$ cat src/rtl/cache_line_xfer_ctrl_if.sv
// ---------------------------------------------------------------------------
// cache_line_xfer_ctrl_if
// Groups every handshake/bus signal of the cache line transfer controller.
//   master : the controller (cache_line_xfer_ctrl) - samples the miss request,
//            drives the memory word strobes/address/data and the cache write.
//   slave  : the surrounding cache tag logic, cache data array and memory.
// Signals:
//   miss_i, victim_dirty_i, miss_addr_i, victim_addr_i : miss request side
//   evict_data_i                                      : cache word for writeback
//   mem_rdata_i, mem_ack_i                            : memory response
//   mem_rd_o, mem_wr_o, mem_addr_o, mem_wdata_o       : memory request
//   word_idx_o, cache_we_o, cache_wdata_o             : cache data array access
//   busy_o, done_o                                    : status
// ---------------------------------------------------------------------------
interface cache_line_xfer_ctrl_if #(
  parameter int WORDS_PER_LINE = 4,
  parameter int ADDR_WIDTH     = 32,
  parameter int DATA_WIDTH     = 32
);
  localparam int IDX_W = $clog2(WORDS_PER_LINE);

  logic                  miss_i;
  logic                  victim_dirty_i;
  logic [ADDR_WIDTH-1:0] miss_addr_i;
  logic [ADDR_WIDTH-1:0] victim_addr_i;
  logic [DATA_WIDTH-1:0] evict_data_i;
  logic [DATA_WIDTH-1:0] mem_rdata_i;
  logic                  mem_ack_i;
  logic                  mem_rd_o;
  logic                  mem_wr_o;
  logic [ADDR_WIDTH-1:0] mem_addr_o;
  logic [DATA_WIDTH-1:0] mem_wdata_o;
  logic [IDX_W-1:0]      word_idx_o;
  logic                  cache_we_o;
  logic [DATA_WIDTH-1:0] cache_wdata_o;
  logic                  busy_o;
  logic                  done_o;

  modport master (
    input  miss_i, victim_dirty_i, miss_addr_i, victim_addr_i,
           evict_data_i, mem_rdata_i, mem_ack_i,
    output mem_rd_o, mem_wr_o, mem_addr_o, mem_wdata_o,
           word_idx_o, cache_we_o, cache_wdata_o, busy_o, done_o
  );

  modport slave (
    output miss_i, victim_dirty_i, miss_addr_i, victim_addr_i,
           evict_data_i, mem_rdata_i, mem_ack_i,
    input  mem_rd_o, mem_wr_o, mem_addr_o, mem_wdata_o,
           word_idx_o, cache_we_o, cache_wdata_o, busy_o, done_o
  );
endinterface

$ cat src/rtl/cache_line_xfer_ctrl.sv
// ---------------------------------------------------------------------------
// cache_line_xfer_ctrl
// On a cache miss, writes back the dirty victim line word by word (if dirty)
// and then fills the missing line word by word over a word-wide memory bus.
// Ports:
//   CLK  : clock, all state changes on posedge
//   CLR  : synchronous active-high reset
//   xfer : cache_line_xfer_ctrl_if.master - miss request, memory bus, cache
//          data array write port and status (see the interface file)
// Configuration:
//   CACHE_XFER_CWF_EN : when defined, the fill starts at the word holding the
//                       missing address and wraps around the line (critical
//                       word first). Writeback order is always 0..WPL-1.
// ---------------------------------------------------------------------------
module cache_line_xfer_ctrl #(
  parameter int WORDS_PER_LINE = 4,
  parameter int ADDR_WIDTH     = 32,
  parameter int DATA_WIDTH     = 32
) (
  input logic                     CLK,
  input logic                     CLR,
  cache_line_xfer_ctrl_if.master  xfer
);
  localparam int IDX_W = $clog2(WORDS_PER_LINE);
  localparam int OFF_W = IDX_W + 2;  // word index + byte-in-word bits

  localparam logic [ADDR_WIDTH-1:0] LINE_MASK =
    ~(ADDR_WIDTH'((64'd1 << OFF_W) - 64'd1));

  localparam logic [1:0] S_IDLE = 2'd0;
  localparam logic [1:0] S_WB   = 2'd1;
  localparam logic [1:0] S_FILL = 2'd2;
  localparam logic [1:0] S_DONE = 2'd3;

  logic [1:0]            r_state;
  logic [IDX_W-1:0]      r_count;
  logic [ADDR_WIDTH-1:0] r_victim_base;
  logic [ADDR_WIDTH-1:0] r_miss_base;
`ifdef CACHE_XFER_CWF_EN
  logic [IDX_W-1:0]      r_idx0;
`endif

  logic                  w_last;
  logic [IDX_W-1:0]      w_fill_idx;
  logic [ADDR_WIDTH-1:0] w_word_off;

  // WPL is a power of two, so the last word is the all-ones count.
  assign w_last = &r_count;

`ifdef CACHE_XFER_CWF_EN
  // Natural IDX_W-bit overflow gives the wrap around the line.
  assign w_fill_idx = r_idx0 + r_count;
`else
  assign w_fill_idx = r_count;
`endif

  // NOTE: sequential state uses non-blocking assignments so every register
  // samples pre-edge values regardless of statement order.
  always_ff @(posedge CLK) begin
    if (CLR) begin
      r_state       <= S_IDLE;
      r_count       <= '0;
      r_victim_base <= '0;
      r_miss_base   <= '0;
`ifdef CACHE_XFER_CWF_EN
      r_idx0        <= '0;
`endif
    end else begin
      case (r_state)
        S_IDLE: begin
          r_count <= '0;
          if (xfer.miss_i) begin
            // Latched copies make later changes on the request inputs harmless.
            r_victim_base <= xfer.victim_addr_i & LINE_MASK;
            r_miss_base   <= xfer.miss_addr_i & LINE_MASK;
`ifdef CACHE_XFER_CWF_EN
            r_idx0        <= xfer.miss_addr_i[OFF_W-1:2];
`endif
            r_state       <= xfer.victim_dirty_i ? S_WB : S_FILL;
          end
        end
        S_WB: begin
          if (xfer.mem_ack_i) begin
            r_count <= r_count + 1'b1;
            if (w_last) r_state <= S_FILL;
          end
        end
        S_FILL: begin
          if (xfer.mem_ack_i) begin
            r_count <= r_count + 1'b1;
            if (w_last) r_state <= S_DONE;
          end
        end
        default: begin  // S_DONE
          r_count <= '0;
          r_state <= S_IDLE;
        end
      endcase
    end
  end

  // Byte offset of the current word; zero outside WB/FILL because the index
  // output is forced to zero there.
  assign w_word_off = ADDR_WIDTH'({xfer.word_idx_o, 2'b00});

  // NOTE: every output gets a default before the case so no path leaves a
  // signal unassigned, which would infer a latch.
  always_comb begin
    xfer.mem_rd_o      = 1'b0;
    xfer.mem_wr_o      = 1'b0;
    xfer.mem_addr_o    = '0;
    xfer.mem_wdata_o   = '0;
    xfer.word_idx_o    = '0;
    xfer.cache_we_o    = 1'b0;
    xfer.cache_wdata_o = '0;
    xfer.busy_o        = (r_state != S_IDLE);
    xfer.done_o        = (r_state == S_DONE);
    case (r_state)
      S_WB: begin
        xfer.mem_wr_o    = 1'b1;
        xfer.word_idx_o  = r_count;
        xfer.mem_addr_o  = r_victim_base + w_word_off;
        xfer.mem_wdata_o = xfer.evict_data_i;
      end
      S_FILL: begin
        xfer.mem_rd_o      = 1'b1;
        xfer.word_idx_o    = w_fill_idx;
        xfer.mem_addr_o    = r_miss_base + w_word_off;
        // Cache write happens in the same cycle the memory returns the word.
        xfer.cache_we_o    = xfer.mem_ack_i;
        xfer.cache_wdata_o = xfer.mem_rdata_i;
      end
      default: ;
    endcase
  end
endmodule

$ cat src/flat_wrapper.sv
// flat-port wrapper written by rule: the top's interface ports become plain ports
module cache_line_xfer_ctrl_flat 
#(
  parameter int WORDS_PER_LINE = 4,
  parameter int ADDR_WIDTH     = 32,
  parameter int DATA_WIDTH     = 32
)
  (CLK, CLR, xfer_miss_i, xfer_victim_dirty_i, xfer_miss_addr_i, xfer_victim_addr_i, xfer_evict_data_i, xfer_mem_rdata_i, xfer_mem_ack_i, xfer_mem_rd_o, xfer_mem_wr_o, xfer_mem_addr_o, xfer_mem_wdata_o, xfer_word_idx_o, xfer_cache_we_o, xfer_cache_wdata_o, xfer_busy_o, xfer_done_o);
  cache_line_xfer_ctrl_if #(.WORDS_PER_LINE(WORDS_PER_LINE), .ADDR_WIDTH(ADDR_WIDTH), .DATA_WIDTH(DATA_WIDTH)) xfer_i ();
  input logic CLK;
  input logic CLR;
  input wire logic [$bits(xfer_i.miss_i)-1:0] xfer_miss_i;
  input wire logic [$bits(xfer_i.victim_dirty_i)-1:0] xfer_victim_dirty_i;
  input wire logic [$bits(xfer_i.miss_addr_i)-1:0] xfer_miss_addr_i;
  input wire logic [$bits(xfer_i.victim_addr_i)-1:0] xfer_victim_addr_i;
  input wire logic [$bits(xfer_i.evict_data_i)-1:0] xfer_evict_data_i;
  input wire logic [$bits(xfer_i.mem_rdata_i)-1:0] xfer_mem_rdata_i;
  input wire logic [$bits(xfer_i.mem_ack_i)-1:0] xfer_mem_ack_i;
  output wire logic [$bits(xfer_i.mem_rd_o)-1:0] xfer_mem_rd_o;
  output wire logic [$bits(xfer_i.mem_wr_o)-1:0] xfer_mem_wr_o;
  output wire logic [$bits(xfer_i.mem_addr_o)-1:0] xfer_mem_addr_o;
  output wire logic [$bits(xfer_i.mem_wdata_o)-1:0] xfer_mem_wdata_o;
  output wire logic [$bits(xfer_i.word_idx_o)-1:0] xfer_word_idx_o;
  output wire logic [$bits(xfer_i.cache_we_o)-1:0] xfer_cache_we_o;
  output wire logic [$bits(xfer_i.cache_wdata_o)-1:0] xfer_cache_wdata_o;
  output wire logic [$bits(xfer_i.busy_o)-1:0] xfer_busy_o;
  output wire logic [$bits(xfer_i.done_o)-1:0] xfer_done_o;
  assign xfer_i.miss_i = xfer_miss_i;
  assign xfer_i.victim_dirty_i = xfer_victim_dirty_i;
  assign xfer_i.miss_addr_i = xfer_miss_addr_i;
  assign xfer_i.victim_addr_i = xfer_victim_addr_i;
  assign xfer_i.evict_data_i = xfer_evict_data_i;
  assign xfer_i.mem_rdata_i = xfer_mem_rdata_i;
  assign xfer_i.mem_ack_i = xfer_mem_ack_i;
  assign xfer_mem_rd_o = xfer_i.mem_rd_o;
  assign xfer_mem_wr_o = xfer_i.mem_wr_o;
  assign xfer_mem_addr_o = xfer_i.mem_addr_o;
  assign xfer_mem_wdata_o = xfer_i.mem_wdata_o;
  assign xfer_word_idx_o = xfer_i.word_idx_o;
  assign xfer_cache_we_o = xfer_i.cache_we_o;
  assign xfer_cache_wdata_o = xfer_i.cache_wdata_o;
  assign xfer_busy_o = xfer_i.busy_o;
  assign xfer_done_o = xfer_i.done_o;
  cache_line_xfer_ctrl #(.WORDS_PER_LINE(WORDS_PER_LINE), .ADDR_WIDTH(ADDR_WIDTH), .DATA_WIDTH(DATA_WIDTH)) u_core (.CLK(CLK), .CLR(CLR), .xfer(xfer_i));
endmodule
$ cat config.mk
export PLATFORM = sky130hd
export DESIGN_NAME = cache_line_xfer_ctrl_flat
export DESIGN_NICKNAME = d
export VERILOG_FILES = /design/src/rtl/cache_line_xfer_ctrl_if.sv /design/src/rtl/cache_line_xfer_ctrl.sv /design/src/flat_wrapper.sv
export SDC_FILE = /design/constraint.sdc
export NUM_CORES = 1
export LEC_CHECK = 0
export CORE_MARGIN = 4
export CORE_UTILIZATION = 37
export CTS_CLUSTER_DIAMETER = 50
export CTS_CLUSTER_SIZE = 12
export DETAILED_ROUTE_END_ITERATION = 6
export PLACE_DENSITY = 0.86
export SKIP_LAST_GASP = 1
export SLEW_MARGIN = 25
export SYNTH_ARGS = -nofsm -noshare
export SYNTH_HDL_FRONTEND = slang
export SYNTH_SLANG_ARGS = --single-unit
$ cat constraint.sdc
create_clock -name CLK -period 3.4 [get_ports CLK]
set_clock_uncertainty 0.15 [all_clocks]
set_input_delay 0.85 -clock CLK [delete_from_list [all_inputs] [get_ports CLK]]
set_output_delay 0.85 -clock CLK [all_outputs]
set_load 0.02 [all_outputs]
==> Word level (Yosys, flattened, before mapping) <==
Index checks and enable logic that the tools add are counted.
{ "op_classes": {"eq_ne": 8, "reduce_logical": 7, "div_mod_pow": 0, "mul": 0, "muxes": 14, "shifts": 0, "addsub": 3, "bitwise_logic": 1, "magnitude_cmp": 0} }
{ "op_table": {"columns": ["operator", "count"], "rows": [
  ["$add 32x4->32", 2],
  ["$mux 32", 2],
  ["$pmux 32 s2", 1],
  ["$mux 2", 7],
  ["$ne 2x2->1 const B", 3],
  ["$pmux 2 s3", 1],
  ["$reduce_and 5->1", 1],
  ["$eq 2x2->1 const B", 2],
  ["$ne 2x1->1 const B", 2],
  ["$reduce_and 2->1", 2],
  ["$reduce_or 2->1", 2],
  ["$mux 1", 3],
  ["$add 2x1->2 const B", 1],
  ["$eq 2x1->1 const B", 1],
  ["$logic_not 2->1", 1],
  ["$reduce_bool 2->1", 1],
  ["$not 1->1", 1]
]} }
{ "totals": {"in_bits": 133, "output_inout_bits": 103, "wordCells": 37, "rom_bits": 0, "latch_bits": 0, "memories": 0, "register_bits": 60, "ramBits": 0} }

==> Depth between registers and ports, before layout <==
Gate-level depths: netlist of the first run.
{ "logic_depth": {"depth_word": 5, "depth_mapped": 7, "depth_no_buf": 5} }

==> Worst setup path before layout of the first run <==
Ideal clock, no wire load.
{ "synth_path": {"path_type": "register -> output", "from": "register u_core.r_state[0]", "to": "output port xfer_mem_addr_o[10]", "stages_incl_launch_ff": 7, "t_arrival_ns": 1.568, "required_ns": 2.400, "path_buffers": 2, "setup_slack_ns": 0.832, "path_cell_list": "dfxtp_1 > inv_1 > ha_1 > buf_2 > buf_2 > a22oi_1 > nor2b_1"} }
{ "synth_via": {"elab_chain_len": 5} }
{ "synth_lines": {"columns": ["element", "line_no", "text"], "rows": [
  ["start: declaration", "cache_line_xfer_ctrl.sv:35", "logic [1:0] r_state;"],
  ["start signal: assignment", "cache_line_xfer_ctrl.sv:79", "r_state <= xfer.victim_dirty_i ? S_WB : S_FILL;"],
  ["$eq 2x1->1 / $eq 2x2->1 (equally long branches)", "cache_line_xfer_ctrl.sv:118", "case (r_state)"],
  ["$reduce_or 2->1 (no line)", null, null],
  ["$mux 2", "cache_line_xfer_ctrl.sv:118", null],
  ["$add 32x4->32, on equally long branches", "cache_line_xfer_ctrl.sv:128, cache_line_xfer_ctrl.sv:122", null],
  ["$pmux 32 s2 *", "cache_line_xfer_ctrl.sv:118", null],
  ["end: declaration", "flat_wrapper.sv:21", "output wire logic [$bits(xfer_i.mem_addr_o)-1:0] xfer_mem_addr_o;"]
]} }
Every way passes the cells marked *; elsewhere a longest branch is shown, timed or not.

==> Worst setup path after layout of the first run <==
{ "layout_path": {"from": "register u_core.r_state[0]", "to": "output port xfer_mem_addr_o[20]"} }
The elaborated chain is that of the path after synthesis.

==> metrics.txt, run 1 <==
CP Launch Point=u_core.r_state[0]; GR Overflow Total=0; Final nets=774; RSZ-0062 raised after global routing=no; DP Worst Slack=0.231 ns; critical path cell sequence=inv_1, ha_2, buf_4, nor2b_1, clkdlybuf4s50_1; Fillers=658; top-count cell post-synth=nand2_1; die area=10300 sq um; Worst-path clk slew=0.06 ns; hold_buf cts=0; Sequential Area=1200 sq um; Slew Viols, Final=0; Post-synth EDFFs=0; post-route setup slack=0.164 ns; top-area cell type share of the netlist area=37.3%; power per standard cell area=522 nW/um^2; Ys Warns=0; synth top area cells=dfxtp_1 (37%), nand2_1 (13%), and2_1 (13%), a21oi_1 (7.1%), a22oi_1 (6.5%); Syn Inst Count=423; Max transition margin=61.4%; clk root buf=clkbuf_8; fmax=309 MHz; Area growth, synth to finish=78.1%; Hold Path Sink=u_core.r_miss_base[31]; TritonCTS Sinks=60; hold violation count in the final report=0; core area=8340 sq um; maximum fanout along the worst path=14; gp weighted congestion=0.836; Clock Tree Buf Depth=2; via/cell ratio=4.83; CTS H-tree lvls=3; Initial Util=38.7%; worst reg-to-reg path cell count=6; Std-Cell Rows=33; sequential share of the synthesized area=37.3%; ant diodes=0; initial antenna violation count=0; WL final=11.4 mm; Synth top cells by count=nand2_1 (114), and2_1 (67), dfxtp_1 (60); total CTS buffers=9; Final Setup Violations=0; overall die height=101 um; hold crit path type=register to register; worst r2r src=u_core.r_state[0]; WS Path Type=register to output pin; status=finished, final reports clean; largest net degree at the start of global routing=57; Distinct cells, synth=27; worst vdd ir=0.000284 V; crit-path max cell delay=0.63 ns; Critical Path RT=2.40 ns; Multi-input gate area=1800 sq um; initial drt markers=111; maxcap violations=0; layout cells sized above 1=6.74%; first-pass GRT wire length=16.9 mm; reg-to-reg endpoint=u_core.r_miss_base[13]; worst reg-to-reg setup slack=1.50 ns; via count of the routed design=3588; die width=101 um; worst slew pin tran=0.576 ns; worst hold slack=0.306 ns; dpl hpwl=8.73 mm; Post-synth ARST share=0%; antenna violation net count after detailed routing=0; Avg Inst Size Synth=7.62 sq um; fin crit period=3.24 ns; router iterations before antenna repair=4; Util after Layout=68.9%; Ports=236; vias in the first global route=3366; Yosys reg bits=60; cell area after synthesis=3220 sq um; setup tns final=0 ns; GRT Resource Usage Total=21.0%; Power, Total=3000 uW; Tcrit/Tclk final=95.2%; number of remaining DRC errors=0; hold path start=u_core.r_miss_base[31]; IO Port Bufs=225; clock latency on the worst-skew pair=0.34 ns; CP endpoint kind=output pin; DR WL/cell=15.3 um; cell taking the most area after synthesis=dfxtp_1; Slowest-stage cell, CP=clkdlybuf4s50_1; Leak=0.00248 uW; WP data arrival=2.24 ns; CP startpoint kind=register; WHS Path Cells=2; Main synth FF type=dfxtp_1; CTS tree=yes; family with the most delay on the worst path=buffers and inverters; CP bufs+invs=3
[through the flow]
| stage | area [sq um] | cells |
|---|---|---|
| after floorplan | 3230 | 424 |
| after global placement | 5480 | 727 |
| after detailed placement | 5480 | 727 |
| after CTS | 5680 | 743 |
| after global routing | 5740 | 743 |
| final | 5740 | 743 |
[metal layers]
layer	global-route usage [%]	routed length [um]	share of wire, %
met3	5.72	896	7.9
met5	0	0	0
met1	24.4	4470	39
met2	38.0	5900	52
met4	5.52	121	1.1
[layout make-up]
cell class	count	area share [%]
clock buffers	10	2.40
multi-input cells	324	31.4
clock inverters	6	1.11
inverters	3	0.196
flip-flops and latches	60	21.0
repair buffers	235	41.7
well taps	105	2.29
[logic make-up (layout without fill, tap and decap cells)]
logic type | after synthesis | after routing | share of synthesized area, %
simple gates | 222 | 222 | 34.0
compound gates | 89 | 89 | 17.5
flops | 60 | 60 | 37.3
buf+inv | 40 | 254 | 7.22
fa+ha+maj | 8 | 8 | 3.10
mux | 2 | 2 | 0.621
other cells | 1 | 2 | 0.116
xor+xnor | 1 | 1 | 0.272
[report_power, final]
| group | switching (uW) | internal [uW] |
|---|---|---|
| Clock | 291 | 356 |
| Sequential | 73.4 | 829 |
| Combinational | 762 | 688 |
| Total | 1130 | 1870 |
[what timing repair did]
action,4_1_cts,5_1_grt
resized for setup,0,26
buffers inserted,0,0
setup endpoints to repair,0,32
[layout by cell type, fill, tap and decap left out, types with 4 or more instances in the layout]
| cell | instances |
|---|---|
| a21oi_1 | 46 |
| a21oi_2 | 10 |
| a22oi_1 | 28 |
| and2_1 | 67 |
| buf_4 | 8 |
| clkbuf_8 | 10 |
| clkdlybuf4s50_1 | 202 |
| dfxtp_1 | 58 |
| dlymetal6s2s_1 | 22 |
| ha_1 | 6 |
| nand2_1 | 113 |
| nor2_1 | 4 |
| nor2b_1 | 31 |
[worst max path at each step]
stage | end | slack, ns | cells after the start
floorplan | xfer_mem_addr_o[10] | 0.83 | 6
global placement | xfer_cache_we_o | 0.25 | 3
detailed placement | xfer_cache_we_o | 0.23 | 3
CTS | xfer_mem_addr_o[11] | 0.03 | 5
global route | xfer_mem_addr_o[14] | 0.08 | 6
finish | xfer_mem_addr_o[20] | 0.16 | 5
[tightest hold or removal path, delay by kind of cell (launching register included)]
| kind | cells | cell delay [ns] |
|---|---|---|
| AO/OA/AOI/OAI | 1 | 0.05 |
| flip-flops | 1 | 0.31 |
| AND/OR/NAND/NOR | 1 | 0.05 |
[state kept, by name, indices dropped and copies added, names as in the netlist]
name,cells
u_core.r_miss_base,28
u_core.r_count,2
u_core.r_victim_base,28
u_core.r_state,2
Note: power is estimated with default switching activity, not from simulation.
==> run 2, diff against run 1 <==
- CORE_ASPECT_RATIO: unset -> 0.6
- SLEW_MARGIN: 25 -> 10
==> run 2 against run 1 <==
- first-iteration DRC count rose by 88%
- highest routed layer unchanged
- flip-flop and latch count did not move
- sequential share of layout area fell by 0.14 points
==> metrics.txt, run 2 (synthesis results as in run 1) <==
sw power=1130 uW (+0.30%); Slew Viols, Final=0 (unchanged); ant diodes=0 (unchanged); cell internal pwr=2070 uW (+11%); Worst-path clk slew=0.05 ns (about the same); Seq pwr share=28.3% (-1.8 points); worst vdd ir=0.000370 V (+30%); antenna violation net count after detailed routing=0 (unchanged); CTS tree=yes; RSZ-0062 raised after global routing=no; crit-path max cell delay=0.62 ns (about the same); vias in the first global route=3716 (+10%); Area growth, synth to finish=78.9%; commonest cells after routing, fill and taps aside=clkdlybuf4s50_1 (222), nand2_1 (113), and2_1 (67); via count of the routed design=3631 (+1.2%); layout cells sized above 1=6.12% (-0.62 points); gr busiest metal=met2; initial drt markers=209 (+88%); clk root buf=clkbuf_16; Ports=236 (unchanged); GRT Resource Usage Total=22.0% (+0.98 points); Critical Path RT=2.40 ns (about the same); worst slew pin tran=0.594 ns (+0.0178 ns); met1 usage=24.6% (+0.17 points); Final nets=775 (+0.13%); initial antenna violation count=0 (unchanged); die area=10300 sq um (+0.48%); die width=129 um (+27%); dpl hpwl=8.87 mm (+1.6%); Slowest-stage cell, CP=clkdlybuf4s50_1; core area=8490 sq um (+1.8%); WL final=11.4 mm (+0.12%); critical path cell sequence=inv_1, ha_1, buf_4, nor2b_1, clkdlybuf4s50_1; Sw Share=35.3% (-2.3 points); Clock power frac=25.9% (+4.3 points); hold violation count in the final report=0 (unchanged); met2 Use GR=40.5% (+2.5 points); clock latency on the worst-skew pair=0.31 ns (-0.03 ns); commonest non-fill, non-tap cell in the layout=clkdlybuf4s50_1; Fillers=693 (+5.3%); WP data arrival=2.27 ns (+0.03 ns); total CTS buffers=9 (unchanged); CP startpoint kind=register; router iterations before antenna repair=5 (+1); setup tns final=0 ns (unchanged); first-pass GRT wire length=18.0 mm (+6.7%); Final Setup Violations=0 (unchanged); Std-Cell Rows=26 (-21%); WS Path Type=register to output pin; Clock Tree Buf Depth=2 (unchanged); largest net degree at the start of global routing=57 (unchanged); CTS H-tree lvls=3 (unchanged); Initial Util=38.0% (-0.68 points); hold crit path type=register to register; maximum fanout along the worst path=17 (+3); maxcap violations=0 (unchanged); Tcrit/Tclk final=96.2% (+1.0 points); combinational share of power=45.9% (-2.4 points); power per standard cell area=555 nW/um^2 (+6.3%); Max transition margin=60.2% (-1.2 points); IO Port Bufs=225 (unchanged); Power, Total=3200 uW (+6.8%); DR WL/cell=15.2 um (-0.68%); CP endpoint kind=output pin; gp weighted congestion=0.825 (-1.4%); status=finished, final reports clean; setup bufs post-CTS=0 (unchanged); met3 Use GR=7.64% (+1.9 points); Util after Layout=67.9% (-0.91 points); fin crit period=3.27 ns (+0.0344 ns); TritonCTS Sinks=60 (unchanged); via/cell ratio=4.85 (+0.39%); Leak=0.00212 uW (-15%); fmax=306 MHz (-1.1%); number of remaining DRC errors=0 (unchanged); GR Overflow Total=0 (unchanged); overall die height=80.3 um (-21%); Top Registers=u_core.r_miss_base (28), u_core.r_victim_base (28)
[run 2: changes by cell type in the layout (fill, tap and decap cells not counted), moves of 3 or more]
cell,change
clkbuf_16,+9
clkbuf_8,-10
dlymetal6s2s_1,-22
buf_4,+3
clkdlybuf4s50_1,+20
[run 2: worst paths after layout]
check | startpoint | to | slack [ns] | cells past startpoint
max reg2reg | u_core.r_state[1] | u_core.r_miss_base[12] | 1.32 | 6
min reg2reg | u_core.r_victim_base[22] | u_core.r_victim_base[22] | 0.30 | 2
max | u_core.r_state[1] | xfer_mem_addr_o[26] | 0.13 | 5
min | u_core.r_victim_base[22] | u_core.r_victim_base[22] | 0.30 | 2
[run 2: per-layer routing]
| metal | part of all wire, % | up-vias | wire length [um] |
|---|---|---|---|
| met1 | 39 | 1676 | 4450 |
| met2 | 51 | 162 | 5820 |
| met4 | 1.1 | 0 | 121 |
| met5 | 0 | - | 0 |
| li1 | - | 1783 | - |
| met3 | 8.8 | 10 | 1010 |
[run 2: cell type report]
| type | count | area (sq um) | area share [%] |
|---|---|---|---|
| Timing Repair Buffer | 236 | 2340 | 40.6 |
| Multi-Input combinational cell | 324 | 1800 | 31.2 |
| Sequential cell | 60 | 1200 | 20.8 |
| Clock buffer | 11 | 233 | 4.03 |
| Tap cell | 112 | 140 | 2.43 |
| Clock inverter | 3 | 40.0 | 0.694 |
| Inverter | 3 | 11.3 | 0.195 |
[run 2: metrics by stage]
step	hold WS (ns)	setup slack (ns)	std cells	area (sq um)
floorplan	0.286	0.832	424	3230
global placement	0.292	0.301	735	5490
finish	0.301	0.130	749	5770
detailed placement	0.296	0.297	735	5490
CTS	0.303	0.0751	749	5760
global route	0.320	0.0101	749	5770
[run 2: repair_timing]
item / in CTS / in global routing
hold buffers: 0 / 0
resized for setup: 0 / 2
setup endpoints to repair: 0 / 13
[run 2: critical path, delay by kind of cell, from the launching register on]
family	cells	cell delay, ns
simple gates	1	0.19
buf+inv	3	0.98
fa+ha+maj	1	0.32
flops	1	0.45
[run 2: power by group through the flow]
| stage | clock network [uW] | registers (uW) | logic (uW) |
|---|---|---|---|
| 2_1_floorplan | 0 | 896 | 891 |
| 3_3_place_gp | 0 | 908 | 1440 |
| 3_5_place_dp | 0 | 917 | 1460 |
| 4_1_cts | 855 | 904 | 1470 |
| 5_1_grt | 900 | 921 | 1590 |
| 6_report | 829 | 905 | 1470 |
==> run 3, diff against run 2 <==
- CTS_CLUSTER_SIZE: 12 -> 28
- PLACE_DENSITY: 0.86 -> 0.93
==> run 3 against run 2 <==
- non-clock buffer count shrank 1
- sequential power grew 0.8%
- wire length grew 8.0%
- hold slack gained 0.0052 ns
- via count grew 0.30%
- highest routed layer unchanged
==> metrics.txt, run 3 (synthesis results as in run 1) <==
number of remaining DRC errors=0 (unchanged); Critical Path RT=2.40 ns (about the same); Slew Viols, Final=0 (unchanged); clock latency on the worst-skew pair=0.32 ns (about the same); worst reg-to-reg setup slack=1.38 ns (+0.06 ns); power per standard cell area=580 nW/um^2 (+4.4%); RSZ-0062 raised after global routing=no; Initial Util=38.0% (unchanged); hold path start=u_core.r_victim_base[22]; total CTS buffers=9 (unchanged); dpl hpwl=9.30 mm (+4.8%); DR WL/cell=16.4 um (+7.8%); Sequential Area=1200 sq um (+0.21%); reg-to-reg endpoint=u_core.r_miss_base[15]; fin crit period=3.24 ns (-0.0294 ns); gp weighted congestion=0.791 (-4.2%); Util after Layout=68.9% (+0.99 points); Ports=236 (unchanged); vias in the first global route=3777 (+1.6%); CTS H-tree lvls=3 (unchanged); maximum fanout along the worst path=18 (+1); Clock Tree Buf Depth=2 (unchanged); overall die height=80.3 um (unchanged); hold crit path type=register to register; TritonCTS Sinks=60 (unchanged); hold violation count in the final report=0 (unchanged); Hold Path Sink=u_core.r_victim_base[22]; routed wl met2=6.26 mm (+7.6%); worst slew pin tran=0.641 ns (+0.0470 ns); via/cell ratio=4.86 (+0.17%); maxcap violations=0 (unchanged); Max transition margin=57.3% (-3.0 points); commonest cells after routing, fill and taps aside=clkdlybuf4s50_1 (217), nand2_1 (113), and2_1 (67); WHS Path Cells=2 (unchanged); WP data arrival=2.24 ns (-0.03 ns); clk root buf=clkbuf_16; GR Overflow Total=0 (unchanged); layout cells sized above 1=6.58% (+0.46 points); CTS tree=yes; ant diodes=0 (unchanged); worst vdd ir=0.000301 V (-18%); WS Path Type=register to output pin; status=finished, final reports clean; die width=129 um (unchanged); worst reg-to-reg path cell count=6 (unchanged); Multi-input gate area=1810 sq um (+0.56%); initial antenna violation count=0 (unchanged); Metal-1 WL=4.87 mm (+9.4%); initial drt markers=198 (-5.3%); Final Setup Violations=0 (unchanged); Tcrit/Tclk final=95.3% (-0.86 points); core area=8490 sq um (unchanged); antenna violation net count after detailed routing=0 (unchanged); Leak=0.00227 uW (+6.9%); CP endpoint kind=output pin; highest routed layer=met4; Area growth, synth to finish=81.5%; Top Registers=u_core.r_miss_base (28), u_core.r_victim_base (28); Final nets=774 (-0.13%); IO Port Bufs=225 (unchanged); GRT Resource Usage Total=23.5% (+1.5 points); via count of the routed design=3642 (+0.30%); largest net degree at the start of global routing=57 (unchanged); worst r2r src=u_core.r_state[0]; commonest non-fill, non-tap cell in the layout=clkdlybuf4s50_1; router iterations before antenna repair=6 (+1); WL final=12.3 mm (+8.0%); setup bufs post-CTS=0 (unchanged); setup tns final=0 ns (unchanged); fmax=309 MHz (+0.91%); Worst-path clk slew=0.05 ns (about the same); wire length on met3=960 um (-4.6%); die area=10300 sq um (unchanged); Std-Cell Rows=26 (unchanged); CP startpoint kind=register; first-pass GRT wire length=18.9 mm (+4.7%); Fillers=656 (-5.3%)
run 3: metrics by stage:
step	setup slack, ns	hold WS (ns)	cell area (sq um)	total power [uW]	instances
floorplan	0.832	0.286	3230	1790	424
detailed placement	0.310	0.299	5500	2410	734
global placement	0.344	0.291	5500	2360	734
global route	0.0673	0.326	5850	3580	750
CTS	0.0256	0.306	5830	3410	750
finish	0.159	0.306	5850	3390	750
run 3: final cells by class:
| cell class | instances | area share, % |
|---|---|---|
| inverters | 3 | 0.192 |
| well taps | 112 | 2.39 |
| repair buffers | 235 | 40.4 |
| flip-flops and latches | 60 | 20.6 |
| clock buffers | 9 | 3.85 |
| clock inverters | 7 | 1.69 |
| multi-input cells | 324 | 30.9 |
run 3: critical path: stages (launching register included):
cell and delay (ns):
dfxtp_2 0.39, inv_1 0.13, ha_1 0.35, buf_4 0.23, nor2b_1 0.17, clkdlybuf4s50_1 0.64
run 3: repair_timing:
item | CTS | global route
hold buffers | 0 | 0
endpoints found under the setup margin | 11 | 28
resized for setup | 1 | 9
run 3: power by group:
group	internal (uW)	total, uW	switching, uW	leakage [uW]
sequential	830	912	81.9	0.000493
clock	646	985	339	0.000156
combinational	702	1500	794	0.00162
run 3: worst max path at each step:
stage | from | endpoint | slack (ns)
finish | u_core.r_state[1] | xfer_mem_addr_o[20] | 0.16
global route | u_core.r_state[1] | xfer_mem_addr_o[21] | 0.07
CTS | u_core.r_state[1] | xfer_mem_addr_o[24] | 0.03
detailed placement | xfer_mem_ack_i | xfer_cache_we_o | 0.31
global placement | xfer_mem_ack_i | xfer_cache_we_o | 0.34
floorplan | u_core.r_state[0] | xfer_mem_addr_o[10] | 0.83
run 3: per-layer routing:
layer	track usage [%]	vias to the layer above
met2	42.3	157
met5	0	-
met3	7.97	16
met4	7.02	0
met1	26.6	1683
li1	-	1786
